--- config.mk ---
export PLATFORM = sky130hd
export DESIGN_NAME = tlb_array_sa_flat
export DESIGN_NICKNAME = d
export VERILOG_FILES = /design/src/rtl/tlb_array_sa_pkg.sv /design/src/rtl/tlb_array_sa_if.sv /design/src/rtl/tlb_array_sa_plru_tree.sv /design/src/rtl/tlb_array_sa.sv /design/src/flat_wrapper.sv
export SDC_FILE = /design/constraint.sdc
export NUM_CORES = 2
export LEC_CHECK = 0
export ABC_AREA = 1
export BUFFER_PORTS_ARGS = -buffer_cell sky130_fd_sc_hd__buf_2
export CAP_MARGIN = 20
export CORE_UTILIZATION = 31
export DETAILED_ROUTE_END_ITERATION = 10
export PLACE_DENSITY = 0.56
export SYNTH_ARGS = -nofsm -noshare
export SYNTH_HDL_FRONTEND = slang
export SYNTH_SLANG_ARGS = --single-unit
--- constraint.sdc ---
create_clock -name clk_i -period 6.06 [get_ports clk_i]
set_clock_uncertainty 0.15 [all_clocks]
set_input_delay 1.212 -clock clk_i [delete_from_list [all_inputs] [get_ports clk_i]]
set_output_delay 1.212 -clock clk_i [all_outputs]
set_load 0.01 [all_outputs]
--- src/rtl/tlb_array_sa_pkg.sv ---
// tlb_array_sa_pkg: Sv32 widths, PTE layout and TLB permission bundle shared by the TLB array
package tlb_array_sa_pkg;
  localparam int VPN_WIDTH = 20;
  localparam int VPN1_WIDTH = 10;
  localparam int ASID_WIDTH = 9;
  localparam int PPN_WIDTH = 22;
  localparam int PPN1_WIDTH = 12;
  localparam int ITLB_NUM_SETS = 16;
  localparam int ITLB_ASSOC = 2;
  typedef struct packed {
    logic [11:0] ppn1;
    logic [9:0] ppn0;
    logic [1:0] rsw;
    logic d, a, g, u, x, w, r, v;
  } pte_t;
  typedef struct packed {
    logic d, a, g, u, x, w, r;
  } tlb_perms_t;
endpackage

--- src/rtl/tlb_array_sa_if.sv ---
// tlb_array_sa_if: lookup request/response, PTE fill and flush signals of the TLB array
// master drives requests, fills and flushes; slave (the array) returns responses and busy
interface tlb_array_sa_if;
  import tlb_array_sa_pkg::*;
  logic req_valid;
  logic req_ready;
  logic [VPN_WIDTH-1:0] req_vpn;
  logic [ASID_WIDTH-1:0] req_asid;
  logic resp_valid;
  logic resp_hit;
  logic [PPN_WIDTH-1:0] resp_ppn;
  logic [7:0] resp_perms;
  logic fill_valid;
  logic [VPN_WIDTH-1:0] fill_vpn;
  logic [ASID_WIDTH-1:0] fill_asid;
  pte_t fill_pte;
  logic flush_valid;
  logic flush_by_asid;
  logic flush_by_vpn;
  logic [ASID_WIDTH-1:0] flush_asid;
  logic [VPN_WIDTH-1:0] flush_vpn;
  logic flush_busy;
  modport master (
    output req_valid, req_vpn, req_asid, fill_valid, fill_vpn, fill_asid, fill_pte,
           flush_valid, flush_by_asid, flush_by_vpn, flush_asid, flush_vpn,
    input req_ready, resp_valid, resp_hit, resp_ppn, resp_perms, flush_busy
  );
  modport slave (
    input req_valid, req_vpn, req_asid, fill_valid, fill_vpn, fill_asid, fill_pte,
          flush_valid, flush_by_asid, flush_by_vpn, flush_asid, flush_vpn,
    output req_ready, resp_valid, resp_hit, resp_ppn, resp_perms, flush_busy
  );
endinterface

--- src/rtl/tlb_array_sa_plru_tree.sv ---
// plru_tree: tree-PLRU victim select and next-state bits for one set
// bits_i: current tree bits; way_i: touched way; victim_o: way to replace; bits_o: bits pointing away from way_i
module plru_tree #(
  parameter int ASSOC = 2,
  localparam int WW = ASSOC > 1 ? $clog2(ASSOC) : 1,
  localparam int PW = ASSOC > 1 ? ASSOC - 1 : 1
) (
  input  logic [PW-1:0] bits_i,
  input  logic [WW-1:0] way_i,
  output logic [WW-1:0] victim_o,
  output logic [PW-1:0] bits_o
);
  if (ASSOC > 1) begin : g_tree
    // heap-ordered nodes: children of n are 2n+1 (lower ways) and 2n+2 (upper ways); bit=1 points upper
    always_comb begin
      int n;
      victim_o = '0;
      bits_o = bits_i;
      n = 0;
      for (int l = 0; l < WW; l++) begin
        victim_o[WW-1-l] = bits_i[n];
        n = 2 * n + 1 + int'(bits_i[n]);
      end
      n = 0;
      for (int l = 0; l < WW; l++) begin
        bits_o[n] = !way_i[WW-1-l];
        n = 2 * n + 1 + int'(way_i[WW-1-l]);
      end
    end
  end else begin : g_none
    logic unused_way;
    assign unused_way = ^way_i;
    assign victim_o = '0;
    assign bits_o = bits_i;
  end
endmodule

--- src/rtl/tlb_array_sa.sv ---
// tlb_array_sa: set-associative Sv32 TLB array with 1-cycle lookup, PTE fill, tree-PLRU and flush engine
// clk_i, rst_i (async, active-high); bus_if (slave): lookup req/resp, fill, flush request and flush_busy
module tlb_array_sa
  import tlb_array_sa_pkg::*;
#(
  parameter int NUM_SETS = 16,
  parameter int ASSOC = 2,
  parameter bit SUPERPAGE = 1'b0
) (
  input logic clk_i,
  input logic rst_i,
  tlb_array_sa_if.slave bus_if
);
  localparam int INDEX_WIDTH = $clog2(NUM_SETS);
  localparam int FW = SUPERPAGE ? VPN1_WIDTH : VPN_WIDTH;
  localparam int TAG_WIDTH = FW - INDEX_WIDTH;
  localparam int IW = INDEX_WIDTH > 0 ? INDEX_WIDTH : 1;
  localparam int WW = ASSOC > 1 ? $clog2(ASSOC) : 1;
  localparam int PW = ASSOC > 1 ? ASSOC - 1 : 1;
  localparam int PPW = SUPERPAGE ? PPN1_WIDTH : PPN_WIDTH;
  localparam logic [1:0] S_IDLE = 2'd0, S_SINGLE = 2'd1, S_WALK = 2'd2;
  // superpages are indexed and tagged by VPN1 only
  function automatic logic [FW-1:0] fld(input logic [VPN_WIDTH-1:0] vpn);
    return FW'(vpn >> (SUPERPAGE ? 10 : 0));
  endfunction
  function automatic logic [IW-1:0] idx_of(input logic [VPN_WIDTH-1:0] vpn);
    return INDEX_WIDTH > 0 ? IW'(fld(vpn)) : '0;
  endfunction
  function automatic logic [TAG_WIDTH-1:0] tag_of(input logic [VPN_WIDTH-1:0] vpn);
    return TAG_WIDTH'(fld(vpn) >> INDEX_WIDTH);
  endfunction
  logic [ASSOC-1:0] valid_q [NUM_SETS];
  logic [ASSOC-1:0] valid_d [NUM_SETS];
  logic [TAG_WIDTH-1:0] tag_q [NUM_SETS][ASSOC];
  logic [ASID_WIDTH-1:0] asid_q [NUM_SETS][ASSOC];
  logic [PPW-1:0] ppn_q [NUM_SETS][ASSOC];
  tlb_perms_t perms_q [NUM_SETS][ASSOC];
  logic [PW-1:0] plru_q [NUM_SETS];
  logic [PW-1:0] plru_d [NUM_SETS];
  logic [1:0] state_q, state_d;
  logic [IW-1:0] cnt_q, cnt_d;
  logic fl_by_asid_q;
  logic [ASID_WIDTH-1:0] fl_asid_q;
  logic [IW-1:0] fl_idx_q, fl_set;
  logic [TAG_WIDTH-1:0] fl_tag_q;
  logic resp_valid_q, resp_hit_q;
  logic [PPN_WIDTH-1:0] resp_ppn_q;
  logic [7:0] resp_perms_q;
  logic req_fire, fill_we, flush_acc;
  logic [IW-1:0] r_idx, f_idx;
  logic [TAG_WIDTH-1:0] r_tag, f_tag;
  logic [ASSOC-1:0] r_hit;
  logic [WW-1:0] r_way, f_way, f_vic, unused_r_vic;
  logic [PPW-1:0] r_ppn;
  logic [PPN_WIDTH-1:0] r_full;
  tlb_perms_t r_perms;
  logic [PW-1:0] r_plru_nxt, f_plru_nxt;
  logic unused_pte;
  assign unused_pte = ^{bus_if.fill_pte.rsw, bus_if.fill_pte.v, bus_if.fill_pte.ppn0};
  assign bus_if.req_ready = state_q == S_IDLE && !bus_if.flush_valid;
  assign bus_if.flush_busy = state_q != S_IDLE;
  assign bus_if.resp_valid = resp_valid_q;
  assign bus_if.resp_hit = resp_hit_q;
  assign bus_if.resp_ppn = resp_ppn_q;
  assign bus_if.resp_perms = resp_perms_q;
  assign req_fire = bus_if.req_valid && bus_if.req_ready;
  assign flush_acc = state_q == S_IDLE && bus_if.flush_valid;
  // a flush in the same cycle wins over a fill
  assign fill_we = bus_if.fill_valid && state_q == S_IDLE && !bus_if.flush_valid;
  assign r_idx = idx_of(bus_if.req_vpn);
  assign r_tag = tag_of(bus_if.req_vpn);
  assign f_idx = idx_of(bus_if.fill_vpn);
  assign f_tag = tag_of(bus_if.fill_vpn);
  assign fl_set = state_q == S_SINGLE ? fl_idx_q : cnt_q;
  assign r_full = SUPERPAGE ? PPN_WIDTH'({r_ppn, bus_if.req_vpn[9:0]}) : PPN_WIDTH'(r_ppn);
  always_comb begin
    r_hit = '0;
    r_way = '0;
    r_ppn = '0;
    r_perms = '0;
    for (int w = 0; w < ASSOC; w++) begin
      r_hit[w] = valid_q[r_idx][w] && tag_q[r_idx][w] == r_tag &&
                 (perms_q[r_idx][w].g || asid_q[r_idx][w] == bus_if.req_asid);
      if (r_hit[w]) begin
        r_way = WW'(w);
        r_ppn = ppn_q[r_idx][w];
        r_perms = perms_q[r_idx][w];
      end
    end
  end
  // existing matching entry beats lowest invalid way, which beats the PLRU victim
  always_comb begin
    f_way = f_vic;
    for (int w = ASSOC - 1; w >= 0; w--) if (!valid_q[f_idx][w]) f_way = WW'(w);
    for (int w = 0; w < ASSOC; w++)
      if (valid_q[f_idx][w] && tag_q[f_idx][w] == f_tag &&
          (perms_q[f_idx][w].g || asid_q[f_idx][w] == bus_if.fill_asid)) f_way = WW'(w);
  end
  plru_tree #(.ASSOC(ASSOC)) u_plru_req (
    .bits_i(plru_q[r_idx]), .way_i(r_way), .victim_o(unused_r_vic), .bits_o(r_plru_nxt)
  );
  plru_tree #(.ASSOC(ASSOC)) u_plru_fill (
    .bits_i(plru_q[f_idx]), .way_i(f_way), .victim_o(f_vic), .bits_o(f_plru_nxt)
  );
  always_comb begin
    state_d = state_q;
    cnt_d = cnt_q;
    valid_d = valid_q;
    plru_d = plru_q;
    if (flush_acc) begin
      state_d = bus_if.flush_by_vpn ? S_SINGLE : S_WALK;
      cnt_d = '0;
    end
    if (state_q == S_SINGLE) state_d = S_IDLE;
    if (state_q == S_WALK) begin
      cnt_d = cnt_q + 1'b1;
      state_d = cnt_q == IW'(NUM_SETS - 1) ? S_IDLE : S_WALK;
    end
    if (state_q != S_IDLE)
      for (int w = 0; w < ASSOC; w++)
        if ((state_q == S_WALK || tag_q[fl_set][w] == fl_tag_q) &&
            (!fl_by_asid_q || (asid_q[fl_set][w] == fl_asid_q && !perms_q[fl_set][w].g)))
          valid_d[fl_set][w] = 1'b0;
    if (fill_we) valid_d[f_idx][f_way] = 1'b1;
    // fill update is applied last so it overrides a hit update to the same set
    if (req_fire && |r_hit) plru_d[r_idx] = r_plru_nxt;
    if (fill_we) plru_d[f_idx] = f_plru_nxt;
  end
  always_ff @(posedge clk_i or posedge rst_i) begin
    if (rst_i) begin
      valid_q <= '{default: '0};
      plru_q <= '{default: '0};
      state_q <= S_IDLE;
      cnt_q <= '0;
      fl_by_asid_q <= 1'b0;
      fl_asid_q <= '0;
      fl_idx_q <= '0;
      fl_tag_q <= '0;
      resp_valid_q <= 1'b0;
      resp_hit_q <= 1'b0;
      resp_ppn_q <= '0;
      resp_perms_q <= '0;
    end else begin
      valid_q <= valid_d;
      plru_q <= plru_d;
      state_q <= state_d;
      cnt_q <= cnt_d;
      if (flush_acc) begin
        fl_by_asid_q <= bus_if.flush_by_asid;
        fl_asid_q <= bus_if.flush_asid;
        fl_idx_q <= idx_of(bus_if.flush_vpn);
        fl_tag_q <= tag_of(bus_if.flush_vpn);
      end
      resp_valid_q <= req_fire;
      resp_hit_q <= req_fire && |r_hit;
      resp_ppn_q <= req_fire && |r_hit ? r_full : '0;
      resp_perms_q <= req_fire && |r_hit ? {r_perms, 1'b1} : '0;
    end
  end
  always_ff @(posedge clk_i) begin
    if (fill_we) begin
      tag_q[f_idx][f_way] <= f_tag;
      asid_q[f_idx][f_way] <= bus_if.fill_asid;
      ppn_q[f_idx][f_way] <= PPW'({bus_if.fill_pte.ppn1, bus_if.fill_pte.ppn0} >> (SUPERPAGE ? 10 : 0));
      perms_q[f_idx][f_way] <= tlb_perms_t'(bus_if.fill_pte[7:1]);
    end
  end
endmodule

--- src/flat_wrapper.sv ---
// flat-port wrapper written by rule: the top's interface ports become plain ports
module tlb_array_sa_flat import tlb_array_sa_pkg::*;
#(
  parameter int NUM_SETS = 16,
  parameter int ASSOC = 2,
  parameter bit SUPERPAGE = 1'b0
)
  (clk_i, rst_i, bus_if_req_valid, bus_if_req_vpn, bus_if_req_asid, bus_if_fill_valid, bus_if_fill_vpn, bus_if_fill_asid, bus_if_fill_pte, bus_if_flush_valid, bus_if_flush_by_asid, bus_if_flush_by_vpn, bus_if_flush_asid, bus_if_flush_vpn, bus_if_req_ready, bus_if_resp_valid, bus_if_resp_hit, bus_if_resp_ppn, bus_if_resp_perms, bus_if_flush_busy);
  tlb_array_sa_if bus_if_i ();
  input logic clk_i;
  input logic rst_i;
  input wire logic [$bits(bus_if_i.req_valid)-1:0] bus_if_req_valid;
  input wire logic [$bits(bus_if_i.req_vpn)-1:0] bus_if_req_vpn;
  input wire logic [$bits(bus_if_i.req_asid)-1:0] bus_if_req_asid;
  input wire logic [$bits(bus_if_i.fill_valid)-1:0] bus_if_fill_valid;
  input wire logic [$bits(bus_if_i.fill_vpn)-1:0] bus_if_fill_vpn;
  input wire logic [$bits(bus_if_i.fill_asid)-1:0] bus_if_fill_asid;
  input wire logic [$bits(bus_if_i.fill_pte)-1:0] bus_if_fill_pte;
  input wire logic [$bits(bus_if_i.flush_valid)-1:0] bus_if_flush_valid;
  input wire logic [$bits(bus_if_i.flush_by_asid)-1:0] bus_if_flush_by_asid;
  input wire logic [$bits(bus_if_i.flush_by_vpn)-1:0] bus_if_flush_by_vpn;
  input wire logic [$bits(bus_if_i.flush_asid)-1:0] bus_if_flush_asid;
  input wire logic [$bits(bus_if_i.flush_vpn)-1:0] bus_if_flush_vpn;
  output wire logic [$bits(bus_if_i.req_ready)-1:0] bus_if_req_ready;
  output wire logic [$bits(bus_if_i.resp_valid)-1:0] bus_if_resp_valid;
  output wire logic [$bits(bus_if_i.resp_hit)-1:0] bus_if_resp_hit;
  output wire logic [$bits(bus_if_i.resp_ppn)-1:0] bus_if_resp_ppn;
  output wire logic [$bits(bus_if_i.resp_perms)-1:0] bus_if_resp_perms;
  output wire logic [$bits(bus_if_i.flush_busy)-1:0] bus_if_flush_busy;
  assign bus_if_i.req_valid = bus_if_req_valid;
  assign bus_if_i.req_vpn = bus_if_req_vpn;
  assign bus_if_i.req_asid = bus_if_req_asid;
  assign bus_if_i.fill_valid = bus_if_fill_valid;
  assign bus_if_i.fill_vpn = bus_if_fill_vpn;
  assign bus_if_i.fill_asid = bus_if_fill_asid;
  assign bus_if_i.fill_pte = bus_if_fill_pte;
  assign bus_if_i.flush_valid = bus_if_flush_valid;
  assign bus_if_i.flush_by_asid = bus_if_flush_by_asid;
  assign bus_if_i.flush_by_vpn = bus_if_flush_by_vpn;
  assign bus_if_i.flush_asid = bus_if_flush_asid;
  assign bus_if_i.flush_vpn = bus_if_flush_vpn;
  assign bus_if_req_ready = bus_if_i.req_ready;
  assign bus_if_resp_valid = bus_if_i.resp_valid;
  assign bus_if_resp_hit = bus_if_i.resp_hit;
  assign bus_if_resp_ppn = bus_if_i.resp_ppn;
  assign bus_if_resp_perms = bus_if_i.resp_perms;
  assign bus_if_flush_busy = bus_if_i.flush_busy;
  tlb_array_sa #(.NUM_SETS(NUM_SETS), .ASSOC(ASSOC), .SUPERPAGE(SUPERPAGE)) u_core (.clk_i(clk_i), .rst_i(rst_i), .bus_if(bus_if_i));
endmodule
==> run_summary.xml <==
<?xml version="1.0" encoding="UTF-8"?>
<metrics>
  <group name="job">
    <metric name="max_cap_violations" unit="">0</metric>
  </group>
  <group name="worst_setup_path">
    <metric name="arrival" unit="ns">5.86</metric>
    <metric name="worstSetupPathType" unit="">flip-flop to flip-flop</metric>
    <metric name="worst_setup_path_start_kind" unit="">flip-flop</metric>
    <metric name="worstPathCellList" unit="">inv_1 &gt; ha_1 &gt; inv_2 &gt; nand2_1 &gt; nand2_2 &gt; nand2_8 &gt; buf_4 &gt; o21ai_0 &gt; o21ai_0 &gt; nand2_1 &gt; o21ai_0 &gt; nand2_1 &gt; nor2_1 &gt; nand2_1 &gt; nor2_1 &gt; nand2_1 &gt; nand2_2 &gt; nand3_1 &gt; nand2_1 &gt; nand2_1</metric>
    <metric name="path_max_fanout" unit="">36</metric>
    <metric name="crit_path_end_kind" unit="">flip-flop</metric>
    <metric name="critPathRequiredTime" unit="ns">6.68</metric>
    <metric name="cpMaxStageDelayCell" unit="">sky130_fd_sc_hd__nand2_8</metric>
    <metric name="delay_contributed_by_the_slowest_stage_of_the_critical_path" unit="ns">0.65</metric>
    <metric name="critical-path-top-delay-family" unit="">simple AND/OR/NAND/NOR gates</metric>
    <metric name="crit_buf_inv" unit="">3</metric>
    <metric name="critical_path.most_common_cell" unit="">sky130_fd_sc_hd__nand2_1</metric>
  </group>
  <group name="yosys">
    <metric name="synth.avg_cell_area" unit="sq um">9.73</metric>
    <metric name="synthTopCellsByArea" unit="">sky130_fd_sc_hd__edfxtp_1 60%, sky130_fd_sc_hd__nand2_1 12%, sky130_fd_sc_hd__o21ai_0 8.0%</metric>
    <metric name="synth_top_area_share" unit="">0.599</metric>
    <metric name="synth_fa_ha_area_frac" unit="">0.000578</metric>
    <metric name="syn-instance-count" unit="">8894</metric>
    <metric name="synth.cell_area" unit="sq um">86600</metric>
    <metric name="synth-async-reset-ratio" unit="">0.0624</metric>
    <metric name="post_synth_xor_area_fraction" unit="">0.00334</metric>
    <metric name="synthSimpleGateAreaFrac" unit="">0.169</metric>
    <metric name="yosysMostFrequentCell" unit="">sky130_fd_sc_hd__nand2_1</metric>
    <metric name="syn-num-nets" unit="">9024</metric>
    <metric name="synth_top_family_by_area" unit="">simple AND/OR/NAND/NOR gates</metric>
    <metric name="yosys.cell_types.count" unit="">42</metric>
    <metric name="yosys_warnings" unit="">0</metric>
    <metric name="synth_area_leader_cell" unit="">sky130_fd_sc_hd__edfxtp_1</metric>
    <metric name="ff_latch_count_synth" unit="">1843</metric>
    <metric name="muxShareOfSynthArea" unit="">0</metric>
    <metric name="synth_compound_gate_area_share" unit="">0.142</metric>
    <metric name="synth-edff-count" unit="">1728</metric>
    <metric name="seq_area_frac_synth" unit="">0.633</metric>
    <metric name="postSynth.topFlopCell" unit="">sky130_fd_sc_hd__edfxtp_1</metric>
    <metric name="yosys-top-cells-count" unit="">2,826 x sky130_fd_sc_hd__nand2_1, 1,728 x sky130_fd_sc_hd__edfxtp_1, 1,387 x sky130_fd_sc_hd__o21ai_0, 580 x sky130_fd_sc_hd__inv_1, 494 x sky130_fd_sc_hd__o22ai_1</metric>
  </group>
  <group name="sta">
    <metric name="min_period_over_period" unit="">0.863</metric>
    <metric name="tightestPinTransition" unit="ns">1.16</metric>
    <metric name="final_setup_violation_count" unit="">0</metric>
    <metric name="final.min_clock_period" unit="ns">5.23</metric>
    <metric name="rsz0062_at_grt" unit="">no</metric>
    <metric name="report.final.slew_viol_count" unit="">0</metric>
    <metric name="final_hold_viol_count" unit="">0</metric>
    <metric name="slew_headroom" unit="">0.222</metric>
    <metric name="finalWorstSetupSlack" unit="ns">0.828</metric>
    <metric name="finalSetupTns" unit="ns">0</metric>
    <metric name="fmax" unit="MHz">191</metric>
  </group>
  <group name="floorplanning">
    <metric name="floorplan.rows" unit="">193</metric>
    <metric name="die_w" unit="microns">530</metric>
    <metric name="num_io_pins" unit="">160</metric>
    <metric name="core_area" unit="sq um">277000</metric>
    <metric name="die_area" unit="sq um">281000</metric>
    <metric name="initial_core_util" unit="">0.313</metric>
    <metric name="chipHeight" unit="microns">530</metric>
  </group>
  <group name="route">
    <metric name="route.vias.total" unit="">74059</metric>
    <metric name="drc" unit="">0</metric>
    <metric name="dr.first_iter.drc_count" unit="">11579</metric>
    <metric name="detailedRoute.firstPassIterationCount" unit="">8</metric>
    <metric name="routed_wl" unit="microns">360000</metric>
    <metric name="vias_per_cell" unit="">5.70</metric>
    <metric name="drt.antenna.violating_nets" unit="">0</metric>
    <metric name="wire_per_inst" unit="microns">27.7</metric>
  </group>
  <group name="clocking">
    <metric name="cts_max_path_buffers" unit="">4</metric>
    <metric name="cts-hold-fix-buffers" unit="">0</metric>
    <metric name="insertion_delay" unit="ns">0.89</metric>
    <metric name="tritoncts" unit="">built</metric>
    <metric name="postcts_setup_bufs" unit="">0</metric>
    <metric name="clock_tree.htree_level_count" unit="">4</metric>
    <metric name="numCtsBuffers" unit="">203</metric>
    <metric name="cts_sinks" unit="">1843</metric>
    <metric name="clk_pin_slew_worst_paths" unit="ns">0.07</metric>
    <metric name="root_buffer" unit="">sky130_fd_sc_hd__clkbuf_16</metric>
    <metric name="cts-resized-gates" unit="">0</metric>
  </group>
  <group name="place">
    <metric name="place_ws" unit="ns">0.467</metric>
    <metric name="place.gp.congestion" unit="">0.959</metric>
    <metric name="dpl.hpwl" unit="microns">214000</metric>
    <metric name="port_buffers" unit="">156</metric>
    <metric name="placement.cell_area" unit="sq um">94600</metric>
  </group>
  <group name="cells_and_area">
    <metric name="design.final.nets" unit="">9225</metric>
    <metric name="flow.area_growth_from_synthesis" unit="%">17.1</metric>
    <metric name="design_area_final" unit="sq um">101000</metric>
    <metric name="post_route_cells_drive_above_1_share" unit="">0.103</metric>
  </group>
  <group name="global_route">
    <metric name="grt_pass1_wl" unit="microns">502000</metric>
    <metric name="pin_count_of_the_biggest_net_entering_global_routing" unit="">142</metric>
    <metric name="grt_pass1_vias" unit="">68705</metric>
    <metric name="globalRouteTotalUtil" unit="">0.248</metric>
    <metric name="grt_overflow" unit="">0</metric>
    <metric name="number_of_antenna_violations_at_the_first_check_in_global_routing" unit="">39</metric>
  </group>
  <group name="power_and_ir_drop">
    <metric name="part_of_the_total_power_dissipated_in_combinational_logic" unit="">0.068</metric>
    <metric name="power.share.switching" unit="">0.236</metric>
    <metric name="power.internal" unit="mW">21.8</metric>
    <metric name="vdd.ir_drop.worst" unit="mV">0.247</metric>
    <metric name="p_sw" unit="mW">6.71</metric>
    <metric name="pwr-share-clk" unit="">0.443</metric>
    <metric name="power.leakage" unit="nW">38.2</metric>
    <metric name="share_seq_of_total_power" unit="">0.489</metric>
    <metric name="power.density" unit="nW/um^2">281</metric>
  </group>
  <group name="outcome">
    <metric name="run_status" unit="">finished clean</metric>
  </group>
  <group name="min_path">
    <metric name="timing.hold.worst.class" unit="">primary input to async pin</metric>
  </group>
</metrics>
==> routing by layer <==
metal / track usage / wire length [microns] / vias up
met4: 0.119 / 18400 / 22
met1: 0.338 / 141000 / 36047
met5: 0 / 146 / -
met2: 0.368 / 154000 / 5428
li1: - / - / 31497
met3: 0.0582 / 45600 / 1065
==> layout by cell type, fill, tap and decap left out, types with 11 or more instances in the layout <==
cell type and n:
sky130_fd_sc_hd__nand3b_1 18, sky130_fd_sc_hd__o22ai_1 494, sky130_fd_sc_hd__o21ai_1 50, sky130_fd_sc_hd__nand2_1 2821, sky130_fd_sc_hd__o21ai_0 1387, sky130_fd_sc_hd__dfrtp_1 115
sky130_fd_sc_hd__a22oi_1 75, sky130_fd_sc_hd__bufinv_16 20, sky130_fd_sc_hd__buf_2 154, sky130_fd_sc_hd__a221oi_1 11, sky130_fd_sc_hd__clkinv_2 45, sky130_fd_sc_hd__o211ai_1 58
sky130_fd_sc_hd__clkbuf_16 207, sky130_fd_sc_hd__xor2_1 21, sky130_fd_sc_hd__nor2_4 20, sky130_fd_sc_hd__buf_4 223, sky130_fd_sc_hd__clkbuf_1 48, sky130_fd_sc_hd__inv_4 28
sky130_fd_sc_hd__buf_12 145, sky130_fd_sc_hd__diode_2 19, sky130_fd_sc_hd__o221ai_1 22, sky130_fd_sc_hd__nand3_1 174, sky130_fd_sc_hd__nor3_1 19, sky130_fd_sc_hd__a21oi_1 92
sky130_fd_sc_hd__nand4_1 120, sky130_fd_sc_hd__and3_1 17, sky130_fd_sc_hd__o22a_1 23, sky130_fd_sc_hd__inv_1 548, sky130_fd_sc_hd__edfxtp_1 1728, sky130_fd_sc_hd__xnor2_1 12
sky130_fd_sc_hd__clkbuf_8 20, sky130_fd_sc_hd__or2_2 45, sky130_fd_sc_hd__clkinv_1 24, sky130_fd_sc_hd__nor2_1 412
==> power by group through the flow <==
stage	clock network, mW	registers [mW]	logic, mW
finish	12.6	13.9	1.94
global route	13.2	13.9	2.03
CTS	12.8	13.9	1.87
detailed placement	0	14.2	1.86
global placement	0	14.2	1.85
floorplan	0	14.2	0.906
==> cells by family after synthesis <==
family / count (synthesis)
AO/OA/AOI/OAI: 2220
XOR/XNOR: 33
adder cells (fa/ha/maj): 4
buffers and inverters: 1122
flip-flops: 1843
AND/OR/NAND/NOR: 3672
==> through the flow <==
stage	total power, mW	std cells	hold WS, ns	util
after floorplan	15.1	8894	0.299	-
after global placement	16.0	12595	0.330	0.342
after detailed placement	16.0	12595	0.336	0.342
after CTS	28.5	12967	0.154	0.366
after global routing	29.2	12974	0.169	0.366
final	28.5	12986	0.191	0.366
==> worst reg2reg max path, cell delays in order, from the launching register on <==
cell,delay (ns)
sky130_fd_sc_hd__dfrtp_1,0.38
sky130_fd_sc_hd__inv_1,0.10
sky130_fd_sc_hd__ha_1,0.39
sky130_fd_sc_hd__inv_2,0.14
sky130_fd_sc_hd__nand2_1,0.11
sky130_fd_sc_hd__nand2_2,0.57
sky130_fd_sc_hd__nand2_8,0.68
sky130_fd_sc_hd__buf_4,0.44
sky130_fd_sc_hd__o21ai_0,0.13
sky130_fd_sc_hd__o21ai_0,0.16
sky130_fd_sc_hd__nand2_1,0.22
sky130_fd_sc_hd__o21ai_0,0.22
sky130_fd_sc_hd__nand2_1,0.16
sky130_fd_sc_hd__nor2_1,0.14
sky130_fd_sc_hd__nand2_1,0.06
sky130_fd_sc_hd__nor2_1,0.29
sky130_fd_sc_hd__nand2_1,0.17
sky130_fd_sc_hd__nand2_2,0.35
sky130_fd_sc_hd__nand3_1,0.15
sky130_fd_sc_hd__nand2_1,0.09
sky130_fd_sc_hd__nand2_1,0.05
==> flip-flops by register name, summed over array words and instances, names as in the netlist <==
name                      count
u_core.asid_q               288
u_core.bus_if.resp_perms      8
u_core.bus_if.resp_ppn       22
u_core.bus_if.resp_valid      1
u_core.cnt_q                  4
u_core.fl_asid_q              9
u_core.fl_by_asid_q           1
u_core.fl_idx_q               4
u_core.fl_tag_q              16
u_core.perms_q              224
u_core.plru_q                16
u_core.ppn_q                704
u_core.state_q                2
u_core.tag_q                512
u_core.valid_q               32
==> area by class of cell <==
| type | count | area (sq um) |
|---|---|---|
| Clock buffer | 275 | 5640 |
| Clock inverter | 97 | 1030 |
| Antenna cell | 19 | 47.5 |
| Tap cell | 3705 | 4640 |
| Inverter | 595 | 2340 |
| Fill cell | 27178 | 176000 |
| Multi-Input combinational cell | 5929 | 27500 |
| Sequential cell | 1843 | 54800 |
| Timing Repair Buffer | 523 | 5360 |
==> final timing paths <==
kind / start / endpoint / slack, ns / cells past startpoint
setup / recovery: u_core.state_q[1] / u_core.valid_q[25] / 0.83 / 20
hold / removal: rst_i / u_core.bus_if.resp_valid / 0.19 / 2
setup reg to reg: u_core.state_q[1] / u_core.valid_q[25] / 0.83 / 20
hold reg to reg: u_core.fl_idx_q[3] / u_core.fl_idx_q[3] / 0.35 / 2
max in group asynchronous: rst_i / u_core.bus_if.resp_perms[0] / 4.43 / 3
min in group clk_i: u_core.fl_idx_q[3] / u_core.fl_idx_q[3] / 0.35 / 2
Note: power is estimated with default switching activity, not from simulation.
